$ cat config.mk
export PLATFORM = sky130hd
export DESIGN_NAME = irq_ctrl
export DESIGN_NICKNAME = d
export VERILOG_FILES = /design/src/rtl/irq_ctrl.sv
export SDC_FILE = /design/constraint.sdc
export NUM_CORES = 1
export LEC_CHECK = 0
export BUFFER_PORTS_ARGS = -buffer_cell sky130_fd_sc_hd__buf_2
export CORE_UTILIZATION = 35
export CTS_BUF_LIST = sky130_fd_sc_hd__clkbuf_16
export CTS_CLUSTER_SIZE = 24
export DETAILED_ROUTE_END_ITERATION = 6
export HOLD_SLACK_MARGIN = 0.06
export SETUP_SLACK_MARGIN = 0.05
export SYNTH_ARGS = -nofsm -noshare
export SYNTH_HDL_FRONTEND = slang
export SYNTH_SLANG_ARGS = --single-unit
$ cat constraint.sdc
create_clock -name clk -period 2 [get_ports clk]
set_input_delay 0.3 -clock clk [delete_from_list [all_inputs] [get_ports clk]]
set_output_delay 0.3 -clock clk [all_outputs]
set_load 0.01 [all_outputs]
$ cat src/rtl/irq_ctrl.sv
// irq_ctrl: six-source interrupt controller with edge/level pending, fixed priority and a REQ/SERVICE handshake to CP0.
module irq_ctrl (
  input  logic        clk,
  input  logic        reset,
  input  logic [5:0]  irq_in,
  input  logic [1:0]  addr,
  input  logic        we,
  input  logic [31:0] data_in,
  output logic [31:0] data_out,
  output logic        int_req,
  output logic [2:0]  int_id,
  input  logic        int_ack
);
  typedef enum logic [1:0] {IDLE, REQ, SERVICE} state_t;
  state_t      state_q;
  logic [5:0]  mask_q, mode_q, pend_q, pend_d, sync_q, prev_q, elig, clr;
  logic [2:0]  id_q, sel;
  logic        busy_q, req_q, ack_hit, eoi;
  assign elig    = pend_q & mask_q;
  assign ack_hit = state_q == REQ && int_ack;
  assign eoi     = state_q == SERVICE && we && addr == 2'd3 && data_in[0];
  assign clr     = (we && addr == 2'd2 ? data_in[5:0] : 6'd0) | (ack_hit ? 6'b1 << id_q : 6'd0);
  // Edge bits keep state with set winning over clear; level bits just follow sync.
  assign pend_d  = (mode_q & ((pend_q & ~clr) | (sync_q & ~prev_q))) | (~mode_q & sync_q);
  assign int_req = req_q;
  assign int_id  = id_q;
  always_comb begin
    sel = 3'd0;
    for (int i = 5; i >= 0; i--) if (elig[i]) sel = 3'(i);
  end
  always_comb begin
    data_out = addr == 2'd0 ? {26'd0, mask_q} :
               addr == 2'd1 ? {26'd0, mode_q} :
               addr == 2'd2 ? {26'd0, pend_q} : {28'd0, busy_q, id_q};
  end
  always_ff @(posedge clk) begin
    if (reset) begin
      mask_q  <= '0;
      mode_q  <= '0;
      pend_q  <= '0;
      sync_q  <= '0;
      prev_q  <= '0;
      id_q    <= '0;
      busy_q  <= 1'b0;
      req_q   <= 1'b0;
      state_q <= IDLE;
    end else begin
      sync_q <= irq_in;
      prev_q <= sync_q;
      pend_q <= pend_d;
      if (we && addr == 2'd0) mask_q <= data_in[5:0];
      if (we && addr == 2'd1) mode_q <= data_in[5:0];
      case (state_q)
        IDLE: if (|elig) begin
          id_q    <= sel;
          req_q   <= 1'b1;
          state_q <= REQ;
        end
        REQ: if (int_ack) begin
          busy_q  <= 1'b1;
          req_q   <= 1'b0;
          state_q <= SERVICE;
        end else if (!elig[id_q]) begin
          id_q    <= '0;
          req_q   <= 1'b0;
          state_q <= IDLE;
        end
        SERVICE: if (eoi) begin
          id_q    <= '0;
          busy_q  <= 1'b0;
          state_q <= IDLE;
        end
        default: state_q <= IDLE;
      endcase
    end
  end
endmodule

==> results list <==
- The flow ran to the end, and the final reports show no timing, DRC or antenna violations.
- Finished layout cell area: 2270 sq um
- Data on the critical path arrives at its endpoint at 1.52 ns.
- Count of input and output buffers: 27
- Global Route Usage Sum: 15.5%
- Post-route DRC violation count: 0
- Type of the worst min-delay path: in2reg
- Number of enable-type register cells in the synthesized netlist: 0
- Clock skew on the completed layout was measured at ~0.0025 ns.
* Kind of capture point of the worst setup path: output port
- Number of setup buffers added after CTS: 0
* Vertical die dimension: around 78 um
- 80 I/O pins were placed.
- No sink is reached through more buffers than the 2 on the longest clock path.
- The floorplan step defined a core boundary enclosing 5510 sq um.
- Using the TritonRoute via totals, the vias-per-cell ratio works out to ~4.9.
- The floorplan step set the die width to 77.6 um.
* Max rail drop VDD: 0.453 mV
- Post-detailed-placement cell area: 2100 sq um
* Crit Path Class: reg2out
- Post-DRT Antenna Nets: 0
- Entering global routing, the biggest net connects 20 pins.
- Asr flop ratio synth: 0%
- Synthesis-to-finish area growth: 13.6%
- In the final routed layout, each cell accounts on average for approximately 13 um.
- Worst skew pair latency: 0.28 ns
- Library cells used by synthesis: 44
- Number of vias in the routed layout: 1571
* GRT Residual Overflow: 0
* Site row count: 27
* Synth area leaders: sky130_fd_sc_hd__dfxtp_1, sky130_fd_sc_hd__buf_4, sky130_fd_sc_hd__mux2i_1
- STA puts the critical path data required time at 1.70 ns.
* Number of hold violations in the final report: 0
* Share of layout cells above drive strength 1: 19.4%
* Flop and latch count out of synthesis: 37
- The initial utilization of the core area, before any placement, comes to between 30% and 40%.
- Hpwl dp: 3170 um
- Setup repair after global routing missed its margin: false
* Sequential cell area fraction in the yosys report: 37.0%
* Via count of the first global-routing pass: about 1500
- Number of instances in the synthesized netlist: 218
* Clock-pin slew on the worst setup and hold paths: 0.06 ns
- In the finished design, the share of the clock period the worst path needs comes to 90.9%.
* Drt first pass iters: 4
* # clock sinks: 37
- CTS H-Tree Depth: 2
* Cts-stage hold buffer count: 0
* Post_cts resized: 0
* CP Max Fanout: 11
- STA classifies the critical path startpoint as a flip-flop.
- In this run the cell area of the synthesized design comes to 2000 sq um.
- Setup violators final: 0
- Antenna violations before repair: 0
* Reported max-cap violation count: 0
- Number of synthesis warnings: 0
- Drt first-iter violations: 93
- The tree is rooted in a sky130_fd_sc_hd__clkbuf_16.
- Aggregate routed wire length: 4220 um
- Leaving out filler cells and counting taps, the final layout contains 319.
- The completed layout was analyzed and its total power is 0.00211 W.
* Average instance area after synthesis: 9.17 sq um
- Counting the buffers created by CTS gives 5.
* Top cell type's share of synthesized area: 37.0%
* Number of antenna repair diodes: 0
- Power density relative to cell area: 931 nW/um^2
- Summed over all instances, the cell type with the most area after synthesis is sky130_fd_sc_hd__dfxtp_1.
- The congestion estimate from routability-driven global placement came to 0.820.
* CTS tree: yes
- Final net count: 294
* Final period demand of the worst path: approximately 1.8 ns
- The count of final max-slew check failures is 0.
- Based on the critical path, the design can be clocked at up to 0.550 GHz.
* Setup Total Neg Slack: 0 ns
- The most used flip-flop cell after synthesis is sky130_fd_sc_hd__dfxtp_1.
* First-pass GRT wire length: just over 7000 um
- Once layout is complete, the utilization of the core stands at around two fifths.
- Total placed cells including tap cells: a little over 300
- The die covers 6020 sq um.
- Reported leakage power: 0.942 nW
-- report_power, final --
| group | internal [W] | switching (W) | leakage, nW |
|---|---|---|---|
| clock | 0.000583 | 0.000296 | 0.0775 |
| combinational | 0.000175 | 0.000224 | 0.562 |
| sequential | 0.000790 | 0.0000459 | 0.303 |
-- flip-flops by register name, summed over array words and instances (netlist names) --
signal / count
prev_q: 6
sync_q: 6
busy_q: 1
mode_q: 6
pend_q: 6
mask_q: 6
state_q: 2
int_id: 3
int_req: 1
-- synth_stat cells (2+ instances only) --
cell type                  instances
sky130_fd_sc_hd__a21boi_0          2
sky130_fd_sc_hd__clkbuf_1          5
sky130_fd_sc_hd__nand4_1           3
sky130_fd_sc_hd__nand2b_1          2
sky130_fd_sc_hd__buf_4            26
sky130_fd_sc_hd__inv_1             4
sky130_fd_sc_hd__and2_2            2
sky130_fd_sc_hd__a211oi_1          4
sky130_fd_sc_hd__ha_1              4
sky130_fd_sc_hd__mux4_2            3
sky130_fd_sc_hd__a21oi_1          10
sky130_fd_sc_hd__nor2_1           13
sky130_fd_sc_hd__nand3_1           7
sky130_fd_sc_hd__dfxtp_1          37
sky130_fd_sc_hd__nand4b_1          2
sky130_fd_sc_hd__nand3b_1          3
sky130_fd_sc_hd__a22o_1            2
sky130_fd_sc_hd__a41o_1            2
sky130_fd_sc_hd__mux2i_1          13
sky130_fd_sc_hd__nor2b_1          13
sky130_fd_sc_hd__buf_2             3
sky130_fd_sc_hd__buf_6             2
sky130_fd_sc_hd__a22oi_1           5
sky130_fd_sc_hd__nand2_1          28
sky130_fd_sc_hd__o21ai_0           4
-- layout by cell type (no fill, tap or decap), drive strengths merged, types with 3 or more instances in the layout --
cell type and count:
a211oi 4, a21oi 10, a22oi 5, buf 32, clkbuf 5, conb 26
dfxtp 37, ha 4, inv 4, mux2i 13, mux4 4, nand2 28
nand3 7, nand3b 3, nand4 3, nor2 13, nor2b 13, o21ai 5
-- layout make-up --
class	instances	area, sq um
Clock buffer	5	125
Clock inverter	3	41.3
Fill cell	559	3240
Inverter	4	15.0
Multi-Input combinational cell	166	1090
Sequential cell	37	741
Tap cell	72	90.1
Timing Repair Buffer	32	173
-- routing by layer --
metal	vias to the layer above	GRT usage, %	share of wire (%)
li1	769	-	-
met4	0	4.53	0.90
met5	-	0	0
met2	52	26.4	47
met1	745	19.3	45
met3	5	3.65	6.1
-- critical path: stages (launching register included) --
cell	delay [ns]
sky130_fd_sc_hd__dfxtp_1	0.41
sky130_fd_sc_hd__buf_4	0.20
sky130_fd_sc_hd__mux4_2	0.47
sky130_fd_sc_hd__buf_2	0.16
-- cell families after synthesis --
logic type	after synthesis	synth area share [%]
simple gates	81	21.7
compound gates	38	14.0
other cells	1	0.188
fa+ha+maj	4	2.50
mux	17	11.2
buf+inv	40	13.3
flops	37	37.0
-- stage by stage --
step,setup WS [ns],hold WS [ns]
final,0.182,0.229
after global routing,0.0895,0.234
after floorplan,0.453,0.380
after detailed placement,0.249,0.450
after global placement,0.260,0.449
after CTS,0.182,0.227
-- worst paths after layout --
check / startpoint / end / slack [ns] / cells after the start
worst max-delay path: int_id[0] / data_out[0] / 0.18 / 3
worst min register to register: sync_q[4] / prev_q[4] / 0.46 / 1
worst max register to register: int_id[0] / int_id[2] / 0.23 / 5
worst min-delay path: irq_in[4] / sync_q[4] / 0.23 / 2
(Power assumes the default switching activity.)
